File: src/rtl/clock_enable_controller.sv
// clock_enable_controller: programmable clock-enable tick and 50% divided level with boundary-aligned reconfiguration
module clock_enable_controller #(
    parameter int CNT_WIDTH   = 16,
    parameter int DEFAULT_DIV = 2
) (
    input  logic                 clock_in,
    input  logic                 reset,
    input  logic                 run,
    input  logic                 cfg_valid,
    input  logic [CNT_WIDTH-1:0] cfg_div,
    output logic                 cfg_ready,
    output logic                 cfg_err,
    output logic                 clk_en_out,
    output logic                 clk_div_out,
    output logic [CNT_WIDTH-1:0] div_active,
    output logic                 busy
);
    typedef enum logic [1:0] {IDLE, RUN, PEND} state_t;

    state_t               state, state_n;
    logic [CNT_WIDTH-1:0] cnt, cnt_n, div_n, pending, pending_n;
    logic                 en_n, dv_n, err_n;
    logic                 xfer, cfg_ok, tick, boundary;

    assign cfg_ready = state != PEND;
    assign xfer      = cfg_valid && cfg_ready;
    assign cfg_ok    = xfer && cfg_div != '0;
    assign tick      = cnt == div_active - CNT_WIDTH'(1);
    assign boundary  = tick && clk_div_out;

    always_comb begin
        state_n   = state;
        cnt_n     = cnt;
        div_n     = div_active;
        pending_n = pending;
        en_n      = 1'b0;
        dv_n      = 1'b0;
        err_n     = xfer && cfg_div == '0;
        if (state == IDLE) begin
            div_n = cfg_ok ? cfg_div : div_active;
            if (run) begin
                state_n = RUN;
                cnt_n   = '0;
            end
        end else begin
            cnt_n = tick ? '0 : cnt + CNT_WIDTH'(1);
            en_n  = tick;
            dv_n  = tick ? ~clk_div_out : clk_div_out;
            if (state == RUN && cfg_ok) begin
                pending_n = cfg_div;
                state_n   = PEND;
            end
            // a period ends only on the falling tick, keeping the divided level glitch-free
            if (boundary) begin
                if (state == PEND) begin
                    div_n   = pending;
                    state_n = RUN;
                end
                if (!run) begin
                    state_n = IDLE;
                    div_n   = cfg_ok ? cfg_div : div_n;
                end
            end
        end
    end

    always_ff @(posedge clock_in) begin
        if (reset) begin
            state       <= IDLE;
            cnt         <= '0;
            pending     <= '0;
            div_active  <= CNT_WIDTH'(DEFAULT_DIV);
            clk_en_out  <= 1'b0;
            clk_div_out <= 1'b0;
            cfg_err     <= 1'b0;
            busy        <= 1'b0;
        end else begin
            state       <= state_n;
            cnt         <= cnt_n;
            pending     <= pending_n;
            div_active  <= div_n;
            clk_en_out  <= en_n;
            clk_div_out <= dv_n;
            cfg_err     <= err_n;
            busy        <= state_n != IDLE;
        end
    end
endmodule

File: config.mk
export PLATFORM = sky130hd
export DESIGN_NAME = clock_enable_controller
export DESIGN_NICKNAME = d
export VERILOG_FILES = /design/src/rtl/clock_enable_controller.sv
export SDC_FILE = /design/constraint.sdc
export NUM_CORES = 1
export LEC_CHECK = 0
export BUFFER_PORTS_ARGS = -buffer_cell sky130_fd_sc_hd__buf_2
export CAP_MARGIN = 20
export CORE_MARGIN = 8
export CORE_UTILIZATION = 50
export DETAILED_ROUTE_END_ITERATION = 8
export HOLD_SLACK_MARGIN = 0.06
export PLACE_DENSITY = 0.7
export SLEW_MARGIN = 20
export SYNTH_ARGS = -nofsm -noshare
export SYNTH_HDL_FRONTEND = slang
export SYNTH_SLANG_ARGS = --single-unit
File: constraint.sdc
create_clock -name clock_in -period 6 [get_ports clock_in]
set_clock_uncertainty 0.15 [all_clocks]
set_input_delay 0.6 -clock clock_in [delete_from_list [all_inputs] [get_ports clock_in]]
set_output_delay 0.6 -clock clock_in [all_outputs]
set_load 0.03 [all_outputs]
==> results.cfg <==
[global_routing]
grt_usage_pct = 17.9
antenna_found_initial = 0
overflow = 0
grt_max_degree = 45
grt_pass1_vias = 2977
grt_pass1_wl_um = 14400

[placement]
port_buffers = 40
place.gp.congestion = 1.01
hpwlAfterDp_um = 6400

[drt]
viasPerCell = 6.04
drt_iter0_markers = 261
firstDrtPassIters = 4
route.detailed.drc = 0
wl_um = 8610
vias = 3133
antenna_left = 0
post_drt_wl_per_cell_um = 16.6

[clocking]
clk_pin_slew_worst_paths_ns = 0.10
cts_sinks = 54
cts_resized = 0
post-cts-setup-buffers = 0
cts_root_buffer = clkbuf_8
cts_buffers = 5
clock_path_buffers = 2
postCtsHoldBufs = 0
clk_latency_ns = 0.32
cts_tree = done
htreeDepth = 2

[die]
die_area_um2 = 9370
start_util_pct = 51.4
rows = 29
top_level_ports = 41
die_h_um = 96.8
die_width_um = 96.8
core_region_area_um2 = 6350

[sta]
worst_pin_slew_ns = 0.975
drv_slew = 0
max-slew-margin-rel_pct = 34.8
rsz0062_at_grt = no
period_minus_slack_ns = 3.75
tns_ns = 0
post-route-period-util_pct = 62.5
maxClockFrequency_mhz = 267
finalHoldViolCount = 0
finalSetupViolations = 0

[flow_run]
maxCapViolations = 0

[pwr]
powerDensity_nw_per_um2 = 259
irDropWorstVdd_uv = 144
total_power_uw = 917
power.leakage_nw = 1.48

[synth]
async_reset_ff_share_pct = 0
synth.distinct_cells = 51
synth_edf_count = 0
synth_ff_type = dfxtp_1
syn_nets = 445
syn_area_per_cell_um2 = 7.72
synthTopCellsByArea = dfxtp_1 (33%), nor2_1 (7.4%), mux2i_1 (5.8%)
ys_seq_elements = 54
synth_top_cell_by_area = dfxtp_1
yosysMostFrequentCell = nor2_1
syn_area_um2 = 3270
synth-seq-area-share_pct = 33.1
ys_top_cells_by_count = nor2_1 (64), dfxtp_1 (54), nand2_1 (32)
yosys.area.top_type_share_pct = 33.1
yosys_warnings = 0
syn_inst = 423

[cells_and_area]
area_growth_pct = 8.35
drive_gt1_share_pct = 15.4
fillers = 620
nets = 463
num_antenna_cells = 0

[setup_path]
worstSetupPathType = reg2reg
critPathCaptureType = flip-flop
cp-start-kind = flip-flop
cp_max_fo = 18
required_ns = 6.03
critPathArrivalTime_ns = 3.78

[min_path]
hold_path.class = reg2reg

[run_status]
status = completed
-- cells by family (layout without fill, tap and decap cells) --
family,count (synthesis),count (layout),synth area share (%)
xor gates and xnor gates,24,24,6.44
adders and majority gates,2,2,0.766
and+or+nand+nor,197,197,32.0
DFF,54,54,33.1
AOI/OAI and AO/OA,88,88,16.3
muxes,19,19,5.82
buffers and inverters,39,58,5.52
-- cell usage in the layout, fill, tap and decap left out, types with 2 or more instances in the layout --
cell type	count
a21oi_1	19
a31oi_1	3
and3_1	8
buf_2	40
buf_4	2
clkbuf_8	5
dfxtp_1	54
ha_1	2
inv_1	7
inv_6	3
mux2i_1	19
nand2_1	32
nand2b_1	17
nand3_1	14
nand4_1	7
nand4b_1	3
nor2_1	64
nor2b_1	2
nor3_1	9
nor3b_1	3
nor3b_2	2
nor4_1	13
nor4_2	3
o2111ai_1	3
o211ai_1	2
o21a_1	2
o21ai_0	27
o22ai_1	18
o311ai_0	2
o31ai_1	3
or2_2	4
or3_1	3
or3b_2	2
or4_1	5
xnor2_1	16
xor2_1	8
-- through the flow --
step	worst slack, ns	area, um^2	instances	hold WS [ns]	utilization (%)
floorplan	2.80	3270	423	0.314	-
global placement	2.30	3430	510	0.326	54.0
detailed placement	2.29	3440	511	0.335	54.2
CTS	2.28	3530	519	0.362	55.7
global route	1.94	3540	519	0.387	55.7
finish	2.25	3540	519	0.358	55.7
-- layout make-up --
| type | count | area (um^2) | area share, % |
|---|---|---|---|
| well taps | 77 | 96.3 | 2.72 |
| clock inverters | 3 | 26.3 | 0.743 |
| inverters | 7 | 26.3 | 0.743 |
| repair buffers | 43 | 226 | 6.40 |
| multi-input cells | 330 | 2010 | 56.9 |
| clock buffers | 5 | 68.8 | 1.94 |
| flip-flops and latches | 54 | 1080 | 30.6 |
-- final timing paths --
check                  endpoint     startpoint  slack [ns]  depth (start not counted)
setup reg to reg  div_active[5]  div_active[0]        2.25                          9
hold / removal       pending[6]     pending[6]        0.36                          2
hold reg to reg      pending[6]     pending[6]        0.36                          2
setup / recovery  div_active[5]  div_active[0]        2.25                          9
-- flip-flops by register name, indices dropped and copies added, names as in the netlist --
register / cells
cnt: 16
div_active: 16
pending: 16
state: 2
busy: 1
cfg_err: 1
clk_div_out: 1
clk_en_out: 1
-- per-layer routing --
| metal | up-vias | wire length (um) | track usage [%] |
|---|---|---|---|
| met5 | - | 0 | 0 |
| met4 | 0 | 135 | 6.15 |
| met3 | 13 | 440 | 3.77 |
| met2 | 82 | 3980 | 28.2 |
| met1 | 1489 | 4050 | 23.5 |
| li1 | 1549 | - | - |
-- worst max-delay path, cell delays in order, from the launching register on --
cell and delay (ns):
dfxtp_1 0.39, inv_1 0.13, ha_1 0.24, nor3b_2 0.49, xnor2_1 0.12, or4_1 0.40, and3_4 0.20, nor4_4 0.82
or3_1 0.55, a21oi_1 0.14
-- where the power goes --
part	total (mW)	switching [mW]	internal [mW]	leakage [nW]
clock	0.223	0.136	0.0872	0.0495
sequential	0.427	0.0445	0.383	0.441
combinational	0.267	0.167	0.0999	0.989
total	0.917	0.348	0.570	1.48
No activity file was read; power rests on OpenSTA's default activity.
